## src/rtl/instr_sequencer.sv

```systemverilog
// ---------------------------------------------------------------------------
// instr_sequencer
//   Multi-cycle instruction sequencer controlling a shared instruction/data
//   memory. Walks IDLE -> FETCH -> DECODE -> EXEC -> [MEM] -> WB and back to
//   FETCH (or IDLE when run is low). The opcode class is latched in DECODE,
//   and all later decisions use only the latched class.
//
//   Optional feature (macro SEQ_MEM_TIMEOUT_EN):
//     When defined, a 4-bit wait counter watches memory requests. On the 16th
//     consecutive unacknowledged request cycle the FSM enters ERROR, which is
//     left only by reset. When undefined, the sequencer waits forever for
//     mem_ack and bus_error is tied low.
//
// Ports
//   clk          in   clock, rising edge
//   rst          in   synchronous active-high reset
//   run          in   fetch/execute enable (level)
//   opcode[5:0]  in   instruction-register opcode field, valid from DECODE
//   mem_ack      in   memory acknowledge, only looked at while mem_req=1
//   mem_req      out  memory request
//   mem_we       out  1 = write, 0 = read
//   mem_addr_sel out  0 = PC (fetch), 1 = ALU result (data)
//   ir_write     out  instruction-register load strobe (combinational)
//   pc_write     out  PC update strobe
//   reg_write    out  register-file write strobe
//   instr_done   out  one-cycle retire pulse
//   busy         out  high except in IDLE and ERROR
//   state[2:0]   out  encoded current state
//   bus_error    out  sticky memory-timeout flag
// ---------------------------------------------------------------------------
module instr_sequencer (
  input  logic       clk,
  input  logic       rst,
  input  logic       run,
  input  logic [5:0] opcode,
  input  logic       mem_ack,
  output logic       mem_req,
  output logic       mem_we,
  output logic       mem_addr_sel,
  output logic       ir_write,
  output logic       pc_write,
  output logic       reg_write,
  output logic       instr_done,
  output logic       busy,
  output logic [2:0] state,
  output logic       bus_error
);

  typedef enum logic [2:0] {
    S_IDLE   = 3'd0,
    S_FETCH  = 3'd1,
    S_DECODE = 3'd2,
    S_EXEC   = 3'd3,
    S_MEM    = 3'd4,
    S_WB     = 3'd5,
    S_ERROR  = 3'd6
  } state_e;

  typedef enum logic [2:0] {
    C_NOP    = 3'd0,
    C_ALU    = 3'd1,
    C_BRANCH = 3'd2,
    C_CALL   = 3'd3,
    C_LOAD   = 3'd4,
    C_STORE  = 3'd5
  } class_e;

  // Map a raw opcode onto its execution class; unknown opcodes behave as NOP.
  function automatic class_e decode_class(input logic [5:0] op);
    class_e c;
    case (op)
      6'b000001, 6'b000010, 6'b000011,
      6'b111100, 6'b111101: c = C_ALU;
      6'b000100, 6'b000101: c = C_BRANCH;
      6'b000110:            c = C_CALL;
      6'b111110:            c = C_LOAD;
      6'b111111:            c = C_STORE;
      default:              c = C_NOP;
    endcase
    return c;
  endfunction

  state_e state_q, state_d;
  class_e class_q, class_d;

  logic mem_req_q,  mem_req_d;
  logic mem_we_q,   mem_we_d;
  logic addr_sel_q, addr_sel_d;
  logic pc_write_q, pc_write_d;
  logic reg_write_q, reg_write_d;
  logic done_q,     done_d;
  logic busy_q,     busy_d;

  logic timeout_s;

  // Next-state and latched-class logic.
  always_comb begin
    state_d = state_q;
    class_d = class_q;
    case (state_q)
      S_IDLE: begin
        if (run) state_d = S_FETCH;
        else     state_d = S_IDLE;
      end
      S_FETCH: begin
        if (mem_ack)        state_d = S_DECODE;
        else if (timeout_s) state_d = S_ERROR;
        else                state_d = S_FETCH;
      end
      S_DECODE: begin
        class_d = decode_class(opcode);
        state_d = S_EXEC;
      end
      S_EXEC: begin
        // Only loads and stores need a data-memory phase.
        if ((class_q == C_LOAD) || (class_q == C_STORE)) state_d = S_MEM;
        else                                             state_d = S_WB;
      end
      S_MEM: begin
        if (mem_ack)        state_d = S_WB;
        else if (timeout_s) state_d = S_ERROR;
        else                state_d = S_MEM;
      end
      S_WB: begin
        if (run) state_d = S_FETCH;
        else     state_d = S_IDLE;
      end
      S_ERROR: state_d = S_ERROR;
      default: state_d = S_IDLE;
    endcase
  end

  // Moore outputs, decoded from the upcoming state/class so the registered
  // copies line up with state_q in the following cycle.
  always_comb begin
    mem_req_d   = (state_d == S_FETCH) || (state_d == S_MEM);
    mem_we_d    = (state_d == S_MEM) && (class_d == C_STORE);
    addr_sel_d  = (state_d == S_MEM);
    pc_write_d  = (state_d == S_WB);
    done_d      = (state_d == S_WB);
    reg_write_d = (state_d == S_WB) &&
                  ((class_d == C_ALU) || (class_d == C_CALL) || (class_d == C_LOAD));
    busy_d      = (state_d != S_IDLE) && (state_d != S_ERROR);
  end

  // FSM state, latched class and registered outputs.
  always_ff @(posedge clk) begin
    if (rst) begin
      state_q     <= S_IDLE;
      class_q     <= C_NOP;
      mem_req_q   <= 1'b0;
      mem_we_q    <= 1'b0;
      addr_sel_q  <= 1'b0;
      pc_write_q  <= 1'b0;
      reg_write_q <= 1'b0;
      done_q      <= 1'b0;
      busy_q      <= 1'b0;
    end else begin
      state_q     <= state_d;
      class_q     <= class_d;
      mem_req_q   <= mem_req_d;
      mem_we_q    <= mem_we_d;
      addr_sel_q  <= addr_sel_d;
      pc_write_q  <= pc_write_d;
      reg_write_q <= reg_write_d;
      done_q      <= done_d;
      busy_q      <= busy_d;
    end
  end

`ifdef SEQ_MEM_TIMEOUT_EN
  logic [3:0] wait_cnt_q, wait_cnt_d;
  logic       bus_error_q;

  // On the 16th unacknowledged request cycle the counter already reads 15.
  assign timeout_s = (wait_cnt_q == 4'd15);

  // Count consecutive unacknowledged request cycles within one state.
  always_comb begin
    if (state_d != state_q)         wait_cnt_d = 4'd0;
    else if (mem_req_q && !mem_ack) wait_cnt_d = wait_cnt_q + 4'd1;
    else                            wait_cnt_d = 4'd0;
  end

  // Wait counter and sticky error flag (sticky because ERROR is absorbing).
  always_ff @(posedge clk) begin
    if (rst) begin
      wait_cnt_q  <= 4'd0;
      bus_error_q <= 1'b0;
    end else begin
      wait_cnt_q  <= wait_cnt_d;
      bus_error_q <= (state_d == S_ERROR);
    end
  end

  assign bus_error = bus_error_q;
`else
  assign timeout_s = 1'b0;
  assign bus_error = 1'b0;
`endif

  // Instruction register loads in the cycle the fetch is acknowledged.
  assign ir_write     = (state_q == S_FETCH) && mem_ack;

  assign mem_req      = mem_req_q;
  assign mem_we       = mem_we_q;
  assign mem_addr_sel = addr_sel_q;
  assign pc_write     = pc_write_q;
  assign reg_write    = reg_write_q;
  assign instr_done   = done_q;
  assign busy         = busy_q;
  assign state        = state_q;

endmodule

```

## config.mk

```make
export PLATFORM = sky130hd
export DESIGN_NAME = instr_sequencer
export DESIGN_NICKNAME = d
export VERILOG_FILES = /design/src/rtl/instr_sequencer.sv
export SDC_FILE = /design/constraint.sdc
export NUM_CORES = 1
export LEC_CHECK = 0
export BUFFER_PORTS_ARGS = -buffer_cell sky130_fd_sc_hd__buf_4
export CAP_MARGIN = 20
export CORE_AREA = 2 2 39 41
export CTS_BUF_LIST = sky130_fd_sc_hd__clkbuf_2
export DETAILED_ROUTE_END_ITERATION = 7
export DIE_AREA = 0 0 41 43
export MAX_ROUTING_LAYER = met4
export PLACE_DENSITY = 0.86
export SETUP_SLACK_MARGIN = 0.05
export SLEW_MARGIN = 5
export SYNTH_ARGS = -nofsm -noshare
export SYNTH_HDL_FRONTEND = slang
export SYNTH_SLANG_ARGS = --single-unit
```

## constraint.sdc

```tcl
create_clock -name clk -period 2 [get_ports clk]
set_clock_uncertainty 0.2 [all_clocks]
set_input_delay 0.1 -clock clk [delete_from_list [all_inputs] [get_ports clk]]
set_output_delay 0.1 -clock clk [all_outputs]
set_load 0.01 [all_outputs]
```

==> results.txt, run 1 <==
die area -> 0.00176 mm^2
FFs w/ async S/R, synth -> 0
largest net degree at the start of global routing -> 11
most frequent cell after synthesis -> dfxtp_1
cell type with the largest total area after synthesis -> dfxtp_1
clock transition at the registers of the reported paths -> 0.12 ns
Area growth syn-to-layout -> 28.7%
crit path max fanout -> 10
critical path class -> reg -> reg
CP Launch Type -> register
CTS buffer count -> 3
top-area cell type share of the netlist area -> 0.374
Pwr per Cell Area -> 589 mW/mm^2
htree depth -> 1
MaxCap Viol Count -> 0
DIE WIDTH -> 41 um
Antenna Diode Count -> 0
register area -> 241 um^2
Tmin final -> 1.81 ns
pre-CTS setup slack -> 0.145 ns
I/O Buffers -> 20
Total Power -> 0.486 mW
final hold viol count -> 0
VDD IR max -> 0.293 mV
first-pass GRT wire length -> 2.18 mm
placed cell count -> 109
Commonest cells post-synth -> dfxtp_1 (12), nor2_1 (8), nand2_1 (7), a21oi_1 (5), nand2b_1 (4)
Remaining DRCs -> 0
share of layout cells above drive strength 1 -> 0.333
CTS tree -> built
Finished Layout Cells -> 115
DR iter-0 viols -> 12
Setup Viol. Count Final -> 0
sequential element share of the synthesized area -> 0.374
drt first pass iters -> 3
synth top area cells -> dfxtp_1 (37%), nor2_1 (4.7%), nand2_1 (4.1%), a211oi_2 (3.9%), a21oi_1 (3.9%)
Leak Pwr -> 0.350 nW
Final Max Tran Viols -> 0
Post-Route WL -> 1.36 mm
Syn Area/Cell -> 8.34 um^2
GRT overflow -> 0
dpl hpwl -> 1.07 mm
Achievable Freq -> 554 MHz
Mapped Area -> 642 um^2
final worst setup slack -> 0.194 ns
Root Buffer Master -> clkbuf_2
Final nets -> 110
Starting Density -> 0.464
Total GRT Usage -> 0.182
Crit. End Element -> register
setup_tns -> 0 ns
DR WL/cell -> 11.8 um
clock sinks -> 12
Synthesized Nets -> 87
antenna violations before repair -> 0
Mapped Cells -> 77
path type of the worst min-delay path -> in -> reg
post-route ant nets -> 0
Via Count -> 615
clock latency at the later pin of the worst-skew pair -> 0.27 ns
Worst Path Required -> 1.99 ns
Core Region -> 0.00138 mm^2
Synth warnings -> 0
filler cell count -> 133
number of global-route vias before repair -> 580
Die Height -> 43 um
outcome -> finished clean
clk buf depth -> 2
Worst EP arrival -> 1.80 ns
Most used DFF post-synth -> dfxtp_1
final hold slack -> 0.0707 ns
footprint of the multi-input gates -> 353 um^2
Row Count -> 14
Final Cycle Share -> 0.903
synthesis-stage register bit count -> 12
Vias per Instance -> 5.35
# IOs -> 22
RSZ-0062 raised after global routing -> false
post-CTS setup buffer count -> 0
Yosys cell types -> 31
number of flops mapped to enable cells by yosys -> 0
Final GP Congestion -> 0.880
## power breakdown
group          total (mW)  switching, mW  internal, mW  leakage, nW
Combinational       0.105         0.0512        0.0542        0.238
Sequential          0.260         0.0109         0.249       0.0979
Clock               0.121         0.0774        0.0434       0.0140
## stage by stage
step / area, um^2 / utilization
2_1_floorplan: 642 / -
3_3_place_gp: 786 / 0.568
3_5_place_dp: 786 / 0.568
4_1_cts: 825 / 0.596
5_1_grt: 826 / 0.597
6_report: 826 / 0.597
## cells in the final DEF, fill, tap and decap left out
| cell | n |
|---|---|
| nand2_1 | 7 |
| o21bai_1 | 1 |
| nand3_1 | 3 |
| nor3_1 | 3 |
| nor2b_1 | 2 |
| conb_1 | 1 |
| a31o_2 | 1 |
| and2_1 | 3 |
| dfxtp_2 | 1 |
| nand3b_1 | 3 |
| clkinv_1 | 1 |
| o22a_1 | 1 |
| dfxtp_1 | 11 |
| mux2_2 | 1 |
| nor4_1 | 1 |
| dlygate4sd3_1 | 2 |
| a21bo_2 | 1 |
| xnor2_1 | 1 |
| inv_1 | 2 |
| and4b_1 | 1 |
| nor2_1 | 8 |
| a211oi_2 | 2 |
| and2_4 | 1 |
| a21oi_1 | 5 |
| buf_4 | 22 |
| a211oi_1 | 1 |
| or3b_4 | 1 |
| clkbuf_2 | 3 |
| o21ai_0 | 2 |
| and4_1 | 2 |
| nand2b_1 | 4 |
| nor3b_1 | 1 |
## flip-flops by register name (all words and copies together), names as in the netlist
name	cells
busy	1
class_q	3
instr_done	1
mem_addr_sel	1
mem_req	1
mem_we	1
reg_write	1
state	3
## final cells by class
type / count / area share
Clock buffer: 3 / 0.0182
Tap cell: 16 / 0.0242
Sequential cell: 12 / 0.292
Inverter: 2 / 0.00909
Multi-Input combinational cell: 57 / 0.427
Timing Repair Buffer: 24 / 0.224
Clock inverter: 1 / 0.00455
## layer usage
metal / global-route usage / wire [um]
met5: - / 0
met4: 0.0800 / 31
met2: 0.313 / 677
met3: 0.0314 / 66
met1: 0.188 / 581
## cell families after synthesis
logic type                count (synthesis)  synth area share
other                                     1           0.00584
xor gates and xnor gates                  1            0.0136
muxes                                     1            0.0175
AOI/OAI and AO/OA                        14             0.160
DFF                                      12             0.374
and+or+nand+nor                          40             0.353
buffers and inverters                     8            0.0760
## worst paths after layout
check	from	cells past startpoint	slack, ns	end
worst max-delay path	state[0]	5	0.19	reg_write
worst min-delay path	mem_ack	5	0.07	state[1]
worst max register to register	state[0]	5	0.19	reg_write
worst min register to register	class_q[0]	3	0.41	reg_write
## repair_timing
action	4_1_cts	5_1_grt
hold buffers	2	0
hold endpoints to repair	8	0
gates resized for setup	0	1
endpoints found under the setup margin	0	1
## worst max-delay path, cell delays in order, from the launching register on
cell and delay, ns:
dfxtp_2 0.40, or3b_4 0.43, and2_4 0.17, a211oi_2 0.23, nand3_1 0.12, a211oi_2 0.18
Power figures use the tool's default switching activity.
==> inputs of run 2 (changes only) <==
--- a/config.mk
+++ b/config.mk
@@ -7,12 +7,12 @@
 export LEC_CHECK = 0
 export BUFFER_PORTS_ARGS = -buffer_cell sky130_fd_sc_hd__buf_4
 export CAP_MARGIN = 20
-export CORE_AREA = 2 2 39 41
+export CORE_MARGIN = 2
+export CORE_UTILIZATION = 30
 export CTS_BUF_LIST = sky130_fd_sc_hd__clkbuf_2
 export DETAILED_ROUTE_END_ITERATION = 7
-export DIE_AREA = 0 0 41 43
 export MAX_ROUTING_LAYER = met4
-export PLACE_DENSITY = 0.86
+export PLACE_DENSITY = 0.61
 export SETUP_SLACK_MARGIN = 0.05
 export SLEW_MARGIN = 5
 export SYNTH_ARGS = -nofsm -noshare
==> run 2 against run 1 <==
  * Sequential power fell by 2%
  * Cell count rose by 11%
  * Critical path depth unchanged
  * Setup slack better by 0.026 ns
  * Highest routed layer unchanged
  * Die area increased by 43%
  * Non-clock buffer count rose by 2
  * Global-route usage shrank 5.7 points
  * First-iteration DRC count stayed put
  * Power rose by 0.78%
  * Sequential share of layout area fell by 1.1 points
==> results.txt, run 2 (same netlist as run 1, synthesis figures left out) <==
outcome -> finished clean
Leak Pwr -> 0.359 nW (+2.8%)
filler cell count -> 206 (+55%)
Setup Viol. Count Final -> 0 (unchanged)
register area -> 240 um^2 (-0.52%)
Total GRT Usage -> 0.125 (-0.0566)
htree depth -> 1 (unchanged)
final hold viol count -> 0 (unchanged)
most frequent cells in the layout -> buf_4 (24), dfxtp_1 (12), nor2_1 (8)
MaxCap Viol Count -> 0 (unchanged)
die area -> 0.00253 mm^2 (+43%)
Crit. End Element -> register
CTS tree -> built
Antenna Diode Count -> 0 (unchanged)
Via Count -> 593 (-3.6%)
Finished Layout Cells -> 128 (+11%)
placed cell count -> 122 (+12%)
Final Max Tran Viols -> 0 (unchanged)
Root Buffer Master -> clkbuf_2
DR WL/cell -> 10.4 um (-12%)
drt first pass iters -> 4 (+1)
critical path class -> reg -> reg
first-pass GRT wire length -> 2.30 mm (+5.4%)
clock transition at the registers of the reported paths -> 0.12 ns (about the same)
DIE WIDTH -> 50.3 um (+23%)
GRT overflow -> 0 (unchanged)
CTS buffer count -> 3 (unchanged)
Starting Density -> 0.324 (-0.140)
RSZ-0062 raised after global routing -> false
post-route ant nets -> 0 (unchanged)
setup_tns -> 0 ns (unchanged)
Final Cycle Share -> 0.890 (-0.0132)
Achievable Freq -> 562 MHz (+1.5%)
antenna violations before repair -> 0 (unchanged)
CTS resizes -> 0 (unchanged)
Row Count -> 16 (+2)
largest net degree at the start of global routing -> 11 (unchanged)
Total Power -> 0.490 mW (+0.78%)
VDD IR max -> 0.240 mV (-18%)
footprint of the multi-input gates -> 353 um^2 (unchanged)
clk buf depth -> 2 (unchanged)
most common cell after layout, fill and taps aside -> buf_4
path type of the worst min-delay path -> in -> reg
Die Height -> 50.3 um (+17%)
# hold bufs at CTS -> 2 (unchanged)
I/O Buffers -> 20 (unchanged)
post-CTS setup buffer count -> 0 (unchanged)
Core Region -> 0.00198 mm^2 (+43%)
Vias per Instance -> 4.63 (-13%)
Tmin final -> 1.78 ns (-0.0265 ns)
Final nets -> 112 (+1.8%)
Area growth syn-to-layout -> 32.9%
CP Launch Type -> register
DR iter-0 viols -> 12 (unchanged)
Pwr per Cell Area -> 575 mW/mm^2 (-2.5%)
clock sinks -> 12 (unchanged)
Worst EP arrival -> 1.77 ns (-0.03 ns)
Final GP Congestion -> 0.828 (-5.8%)
# IOs -> 22 (unchanged)
dpl hpwl -> 1.08 mm (+0.62%)
clock latency at the later pin of the worst-skew pair -> 0.26 ns (about the same)
crit path max fanout -> 6 (-4)
share of layout cells above drive strength 1 -> 0.337 (+0.00330)
Remaining DRCs -> 0 (unchanged)
Post-Route WL -> 1.33 mm (-2.4%)
Worst Path Required -> 1.99 ns (about the same)
number of global-route vias before repair -> 552 (-4.8%)
-- run 2: cell count changes in the layout (fill, tap and decap cells not counted), sizes merged --
cell	before	now
buf	22	24
-- run 2: area by class of cell --
class                   instances  area share
inverters                       2     0.00880
well taps                      27      0.0396
repair buffers                 26       0.235
flip-flops and latches         12       0.282
clock buffers                   3      0.0176
multi-input cells              57       0.413
clock inverters                 1     0.00440
-- run 2: power breakdown --
| part | switching, mW | leakage (nW) | internal [mW] |
|---|---|---|---|
| clock | 0.0756 | 0.0140 | 0.0435 |
| combinational | 0.0544 | 0.248 | 0.0617 |
| sequential | 0.00623 | 0.0976 | 0.249 |
-- run 2: worst max-delay path: stages (launching register included) --
cell      delay [ns]
dfxtp_1         0.40
or3b_4          0.41
and2_4          0.17
a211oi_2        0.23
nand3_1         0.13
a211oi_2        0.18
-- run 2: path summary, 6_finish.rpt --
kind	startpoint	endpoint	slack [ns]	cells past startpoint
setup / recovery	state[1]	reg_write	0.22	5
hold / removal	mem_ack	mem_req	0.08	4
setup reg to reg	state[1]	reg_write	0.22	5
hold reg to reg	class_q[0]	reg_write	0.41	3
-- run 2: layer usage --
| metal | global-route usage | wire length, um | vias up |
|---|---|---|---|
| met5 | - | 0 | - |
| met4 | 0.0833 | 21 | 0 |
| met3 | 0.0179 | 86 | 2 |
| met2 | 0.186 | 583 | 21 |
| met1 | 0.156 | 633 | 262 |
| li1 | - | - | 308 |
-- run 2: through the flow --
step / area [um^2] / worst slack, ns / util / hold WS, ns
2_1_floorplan: 642 / 0.234 / - / 0.115
3_3_place_gp: 815 / 0.290 / 0.411 / 0.157
3_5_place_dp: 815 / 0.255 / 0.411 / 0.155
4_1_cts: 853 / 0.228 / 0.431 / 0.0640
5_1_grt: 853 / 0.0779 / 0.431 / 0.106
6_report: 853 / 0.220 / 0.431 / 0.0771
